### src/rtl/rc_pwm_gen.sv
`default_nettype none
// ============================================================================
// Module      : rc_pwm_gen
// Description : Multi-channel RC/servo pulse generator with frame-aligned
//               double-buffered widths and a frame watchdog failsafe.
// Revision    : 1.0 - initial release
// ============================================================================
module rc_pwm_gen #(
    parameter int CHANNELS       = 6,
    parameter int LEN            = 17,
    parameter int CLK_DIV        = 50,
    parameter int FRAME_US       = 20000,
    parameter int TIMEOUT_FRAMES = 25
) (
    input  logic                clk,
    input  logic                rst_n,
    input  logic [23:0]         in_data,
    input  logic                in_wr,
    output logic [CHANNELS-1:0] rc_out,
    output logic                frame_stb,
    output logic                timeout
);

    localparam int c_div_w = (CLK_DIV > 1) ? $clog2(CLK_DIV) : 1;
    localparam int c_fc_w  = (FRAME_US > 1) ? $clog2(FRAME_US) : 1;

    localparam logic [c_div_w-1:0] c_div_last = c_div_w'(CLK_DIV - 1);
    localparam logic [c_fc_w-1:0]  c_fc_last  = c_fc_w'(FRAME_US - 1);
    localparam logic [LEN-1:0]     c_max_w    = LEN'(FRAME_US - 1);

    logic [c_div_w-1:0]  div_q, div_d;
    logic [c_fc_w-1:0]   fc_q, fc_d;
    logic                frame_stb_q;
    logic [CHANNELS-1:0] enable_q;
    logic [CHANNELS-1:0] rc_out_q, rc_out_d;
    logic [LEN-1:0]      shadow_q [CHANNELS];
    logic [LEN-1:0]      active_q [CHANNELS];

    logic                tick;
    logic                boundary;
    logic                trip;
    logic                timeout_q;
    logic [2:0]          idx;
    logic                hdr_ok;
    logic                ch_wr;
    logic                en_wr;
    logic                valid_wr;
    logic [LEN-1:0]      wr_width;
    logic [LEN-1:0]      fc_ext;

    assign tick     = (div_q == c_div_last);
    assign boundary = tick && (fc_q == c_fc_last);

    assign idx      = in_data[19:17];
    assign hdr_ok   = (in_data[23:20] == 4'd0);
    assign en_wr    = in_wr && hdr_ok && (idx == 3'd7);
    assign ch_wr    = in_wr && hdr_ok && (idx != 3'd7) && (32'(idx) < CHANNELS);
    assign valid_wr = en_wr || ch_wr;

    // Clamp keeps at least one low tick in every frame.
    assign wr_width = (in_data[LEN-1:0] > c_max_w) ? c_max_w : in_data[LEN-1:0];
    assign fc_ext   = LEN'(fc_q);

    always_comb begin
        div_d    = tick ? '0 : div_q + 1'b1;
        fc_d     = fc_q;
        rc_out_d = '0;
        if (tick) begin
            fc_d = (fc_q == c_fc_last) ? '0 : fc_q + 1'b1;
        end
        for (int i = 0; i < CHANNELS; i++) begin
            rc_out_d[i] = enable_q[i] && (fc_ext < active_q[i]);
        end
    end

    generate
        if (TIMEOUT_FRAMES > 0) begin : g_wd
            localparam int c_wd_w = $clog2(TIMEOUT_FRAMES + 1);
            localparam logic [c_wd_w-1:0] c_wd_max = c_wd_w'(TIMEOUT_FRAMES);

            logic [c_wd_w-1:0] wd_q;
            logic [c_wd_w-1:0] wd_inc;

            assign wd_inc = (wd_q == c_wd_max) ? wd_q : wd_q + 1'b1;
            // A write in the boundary cycle wins over the watchdog.
            assign trip   = boundary && !valid_wr && (wd_inc == c_wd_max);

            always_ff @(posedge clk or negedge rst_n) begin
                if (!rst_n) begin
                    wd_q      <= '0;
                    timeout_q <= 1'b0;
                end else begin
                    if (valid_wr) begin
                        wd_q      <= '0;
                        timeout_q <= 1'b0;
                    end else if (boundary) begin
                        wd_q <= wd_inc;
                        if (trip) begin
                            timeout_q <= 1'b1;
                        end
                    end
                end
            end
        end else begin : g_no_wd
            assign trip      = 1'b0;
            assign timeout_q = 1'b0;
        end
    endgenerate

    always_ff @(posedge clk or negedge rst_n) begin
        if (!rst_n) begin
            div_q       <= '0;
            fc_q        <= '0;
            frame_stb_q <= 1'b0;
            enable_q    <= '0;
            rc_out_q    <= '0;
            for (int i = 0; i < CHANNELS; i++) begin
                shadow_q[i] <= '0;
                active_q[i] <= '0;
            end
        end else begin
            div_q       <= div_d;
            fc_q        <= fc_d;
            frame_stb_q <= boundary;
            rc_out_q    <= rc_out_d;
            if (en_wr) begin
                enable_q <= in_data[CHANNELS-1:0];
            end
            for (int i = 0; i < CHANNELS; i++) begin
                if (ch_wr && (idx == 3'(i))) begin
                    shadow_q[i] <= wr_width;
                end
                if (boundary) begin
                    active_q[i] <= trip ? '0 : shadow_q[i];
                end
            end
        end
    end

    assign rc_out    = rc_out_q;
    assign frame_stb = frame_stb_q;
    assign timeout   = timeout_q;

endmodule
`default_nettype wire

### config.mk
export PLATFORM = sky130hd
export DESIGN_NAME = rc_pwm_gen
export DESIGN_NICKNAME = d
export VERILOG_FILES = /design/src/rtl/rc_pwm_gen.sv
export SDC_FILE = /design/constraint.sdc
export NUM_CORES = 1
export LEC_CHECK = 0
export CELL_PAD_IN_SITES_DETAIL_PLACEMENT = 0
export CELL_PAD_IN_SITES_GLOBAL_PLACEMENT = 1
export CORE_MARGIN = 5
export CORE_UTILIZATION = 52
export DETAILED_ROUTE_END_ITERATION = 8
export PLACE_DENSITY = 0.93
export REMOVE_ABC_BUFFERS = 1
export SLEW_MARGIN = 5
export SYNTH_ARGS = -nofsm -noshare
export SYNTH_HDL_FRONTEND = slang
export SYNTH_SLANG_ARGS = --single-unit
### constraint.sdc
create_clock -name clk -period 3.9 [get_ports clk]
set_input_delay 1.17 -clock clk [delete_from_list [all_inputs] [get_ports clk]]
set_output_delay 1.17 -clock clk [all_outputs]
set_load 0.005 [all_outputs]
[Word level (Yosys, flattened, before mapping)]
Index checks and enable logic that the tools add are counted.
Storage, ports and cells
  input bits: 27
  flip-flop bits (word level): 244
Operators by class
  multiplexer cells: 15
  reductions and logical operators: 26
  eq/ne operators: 11
  magnitude comparators: 8
  add/sub/neg operators: 3
Operator list (number)
  $mux W17: 7
  $lt A15 B17 Y1: 6
  $logic_and A1 B1 Y1: 19
  $gt A17 B15 Y1 const B: 1
  $add A15 B1 Y15 const B: 1
  $eq A15 B15 Y1 const B: 1
  $mux W15: 1
  $mux W5: 3
  $eq A5 B5 Y1 const B: 2
  $eq A3 B3 Y1 const B: 3
  $add A6 B1 Y6 const B: 1
  $eq A3 B2 Y1 const B: 2
  $eq A6 B6 Y1 const B: 1
  $mux W6: 1
  $add A5 B1 Y5 const B: 1
  $logic_not A4 Y1: 1
  $reduce_bool A2 Y1: 2
  $eq A3 B1 Y1 const B: 1
  $logic_not A3 Y1: 1
  $lt A3 B3 Y1 const B: 1
  $mux W1: 3
  $ne A3 B3 Y1 const B: 1
  $reduce_and A2 Y1: 1
  $logic_not A1 Y1: 1
  $logic_or A1 B1 Y1: 1

[Longest topological paths before layout]
  word-level depth: 11
  gate-level depth with buffers: 10
  gate-level depth less buffers: 7

[Least setup slack after synthesis]
No wires, ideal clock.
  kind: input-to-reg
  from: in in_data[21]
  to: reg timeout_q, in the netlist timeout
  path buffers: 2
  arrival: 2.432 ns
  required time: 3.767 ns
  stages on the path: 7
  setup slack: 1.335 ns
  cells stage by stage: nor4_2 nand2_1 a31oi_2 nor4b_2 buf_4 buf_4 o2bb2ai_1
Between the ends
  longest elaborated chain between the ends: 10
Ends and longest elaborated chain
  from (decl): line 17  | input logic [23:0] in_data,
  $logic_not A4 Y1 *: line 55  | assign hdr_ok = (in_data[23:20] == 4'd0);
  $logic_and A1 B1 Y1 *: line 56, 57
  $logic_and A1 B1 Y1 (2 in series): line 57  | assign ch_wr = in_wr && hdr_ok && (idx != 3'd7) && (32'(idx) < CHANNELS);
  $logic_or A1 B1 Y1 *: line 58  | assign valid_wr = en_wr || ch_wr;
  $logic_not A1 Y1: line 86  | assign trip = boundary && !valid_wr && (wd_inc == c_wd_max);
  $logic_and A1 B1 Y1 (2 in series): line 86
  $reduce_bool A2 Y1 (no source line)
  $reduce_and A2 Y1 (no source line)
  to (signal assigned): line 91  | timeout_q <= 1'b0;
  to (signal assigned): line 95  | timeout_q <= 1'b0;
  to (signal assigned): line 99  | timeout_q <= 1'b1;
  to (decl): line 42  | logic timeout_q;
Every way passes the cells marked *; elsewhere a longest branch is shown, timed or not.
A chain may end at the register's enable or synchronous reset.

[Worst setup path in the final report]
  from: reg fc_q[1]
  to: reg active_q[77] (netlist name)
Between the ends
  longest elaborated chain between the ends: 5
Ends and longest elaborated chain
  from (decl): line 32  | logic [c_fc_w-1:0] fc_q, fc_d;
  from (signal assigned): line 113  | fc_q <= '0;
  from (signal assigned): line 123  | fc_q <= fc_d;
  $eq A15 B15 Y1 *: line 52  | assign boundary = tick && (fc_q == c_fc_last);
  $logic_and A1 B1 Y1 *: line 52
  $logic_and A1 B1 Y1 (2 in series): line 86
  $mux W17: line 134  | active_q[i] <= trip ? '0 : shadow_q[i];
  to (signal, indexed assignment): line 134
  to (decl): line 37  | logic [LEN-1:0] active_q [CHANNELS];
Marked as above.

==> qor.yml <==
cells_and_area:
  nets: 1415
  final_cell_mix: "nand2_1 (334), dfrtp_1 (244), o21ai_1 (197)"
  fin_cells: 1600
  utilization: 0.608
  fin_area_um2: 13300
  syn2layout_area_growth_pct: 14.1
  layout-drive-gt1-share: 0.0705
  layout_commonest_cell: "nand2_1"
  antenna_cells: 0
  fillCellCount: 1866
critical_path:
  cpMaxStageDelayCell: "dfrtp_1"
  crit_buf_inv: 1
  crit_arrival_ns: 3.23
  worst_setup_path_end_kind: "flip-flop"
  required_ns: 4.34
  cp-start-kind: "flip-flop"
  r2r-start: "fc_q[1]"
  crit_type: "reg -> reg"
  cp_cell_sequence: "ha_1, and4_2, and4_1, and2_4, buf_12, nand2_1, o21ai_1"
  path_depth: 7
  max_stage_delay_ns: 0.65
  worst_r2r_path_depth: 7
  rrSetupSlack_ns: 1.11
  critPathTopFamily: "simple AND/OR/NAND/NOR gates"
  critPathMaxFanout: 71
  crit_start: "fc_q[1]"
routing:
  drtPass1Iterations: 5
  via_per_inst: 5.52
  post_drt_wl_per_cell_um: 17.2
  drc: 0
  drtIter0Drc: 678
  drt-total-wl_um: 27500
  drtAntennaViolNets: 0
  num_vias: 8827
place:
  port_buffers: 34
  dpl_cell_area_um2: 12400
  dp_slack_ns: 0.713
  gp_congestion: 0.818
  hpwl_um: 17400
  dp.cells: 1550
clock_tree:
  htreeDepth: 1
  cts_buffer_depth: 3
  clock_sinks: 244
  cts_tree: "done"
  ctsResizeCount: 0
  clockRootBuffer: "clkbuf_16"
  clk_latency_ns: 0.53
  post_cts_buffers: 0
  numCtsBuffers: 27
  hold_buffers: 0
  clkTransAtPathRegs_ns: 0.06
die:
  fp.dieH_um: 160
  rows: 54
  dieWidth_um: 160
  core_area_um2: 22000
  die_area_um2: 25600
  initial_core_util: 0.532
  ios: 35
power:
  leakagePower_nw: 7.21
  finalPower_mw: 5.74
  power_density_nw_per_um2: 430
  ir_drop_mv: 0.361
synthesis:
  ys_ff_latch: 244
  syn_area_per_cell_um2: 9.23
  synthDistinctLibCells: 49
  synth_edf_count: 0
  async_reset_ff_frac: 1.00
  synth_ff_type: "dfrtp_1"
  syn_inst: 1267
  synth_warnings: 0
  synth_area_um2: 11700
  ys_seq_area_frac: 0.522
sta:
  slew_headroom: 0.452
  hold_ws_ns: 0.477
  max_freq_ghz: 0.358
  rsz0062_at_grt: "no"
  hold_viol: 0
  skew_ns: 0.0120
  finalSetupViolations: 0
  postLayoutSetupSlackWorst_ns: 1.11
  tightest_slew_ns: 0.821
  tns_ns: 0
  fin_crit_sh: 0.716
  drv_slew: 0
  layout_min_cycle_time_ns: 2.79
grt:
  grt_pass1_wl_um: 45700
  track_usage: 0.218
  grt_pass1_vias: 8719
  grt-ovfl-total: 0
  grt_start_max_net_pins: 104
  antenna_found_initial: 0
min_path:
  hold_path_class: "reg -> reg"
  hold_depth: 2
  worstHoldStart: "active_q[34]"
flow_run:
  maxCapViolCount: 0
status:
  outcome: "finished clean"
[cell usage after synthesis (2+ instances only)]
library cell / number / area, µm²
a21o_1: 17 / 128
a21oi_1: 36 / 180
a221oi_1: 6 / 52.6
a31oi_1: 6 / 37.5
and2_1: 13 / 81.3
and3_1: 2 / 12.5
and4_1: 3 / 26.3
and4b_1: 2 / 20.0
buf_2: 15 / 75.1
buf_4: 8 / 60.1
clkbuf_1: 33 / 124
dfrtp_1: 244 / 6110
ha_1: 89 / 1110
inv_1: 99 / 372
mux2_2: 6 / 67.6
nand2_1: 334 / 1250
nand3_1: 18 / 90.1
nand3b_1: 3 / 22.5
nand4_1: 21 / 131
nor2_1: 32 / 120
nor2b_1: 7 / 43.8
nor3_1: 3 / 15.0
nor4_1: 7 / 43.8
nor4_2: 3 / 37.5
o21ai_0: 24 / 120
o21ai_1: 197 / 986
o31ai_1: 2 / 15.0
xnor2_1: 13 / 114
xor2_1: 4 / 35.0
[routing by layer]
metal  GRT usage  wire length, µm
met1       0.304            12400
met2       0.359            12900
met3      0.0309             1360
met4      0.0630              775
met5           0                0
[cells by family after synthesis]
family	count (synthesis)	synth area share
multiplexers	6	0.00578
flip-flops	244	0.522
AO/OA/AOI/OAI	293	0.134
AND/OR/NAND/NOR	461	0.175
buffers and inverters	157	0.0546
XOR/XNOR	17	0.0127
adder cells (fa/ha/maj)	89	0.0952
[sequential cells by signal (all words and copies together), names as in the netlist]
name / count
fc_q: 15
frame_stb: 1
g_wd.wd_q: 5
timeout: 1
shadow_q: 102
div_q: 6
enable_q: 6
active_q: 102
rc_out: 6
[worst min-delay path: cells and delay by family, from the launching register on]
kind / cells / cell delay [ns]
flip-flops: 1 / 0.33
AND/OR/NAND/NOR: 1 / 0.04
AO/OA/AOI/OAI: 1 / 0.06
[final cells by class]
cell class,count,area [µm²],share of cell area
Clock inverter,9,154,0.0115
Inverter,100,375,0.0281
Timing Repair Buffer,60,578,0.0433
Multi-Input combinational cell,866,4960,0.372
Sequential cell,244,6110,0.458
Tap cell,280,350,0.0263
Clock buffer,41,818,0.0613
[report_power, final]
part	leakage [nW]	internal [mW]	switching [mW]
Combinational	3.92	0.118	0.195
Clock	0.473	1.71	1.02
Sequential	2.82	2.63	0.0636
[worst paths after layout]
| kind | end |
|---|---|
| max in group asynchronous | g_wd.wd_q[2] |
| worst min register to register | active_q[34] |
| worst max-delay path | active_q[77] |
| worst max register to register | active_q[77] |
| worst min-delay path | active_q[34] |
| min in group asynchronous | shadow_q[86] |
No activity file was read; power rests on OpenSTA's default activity.
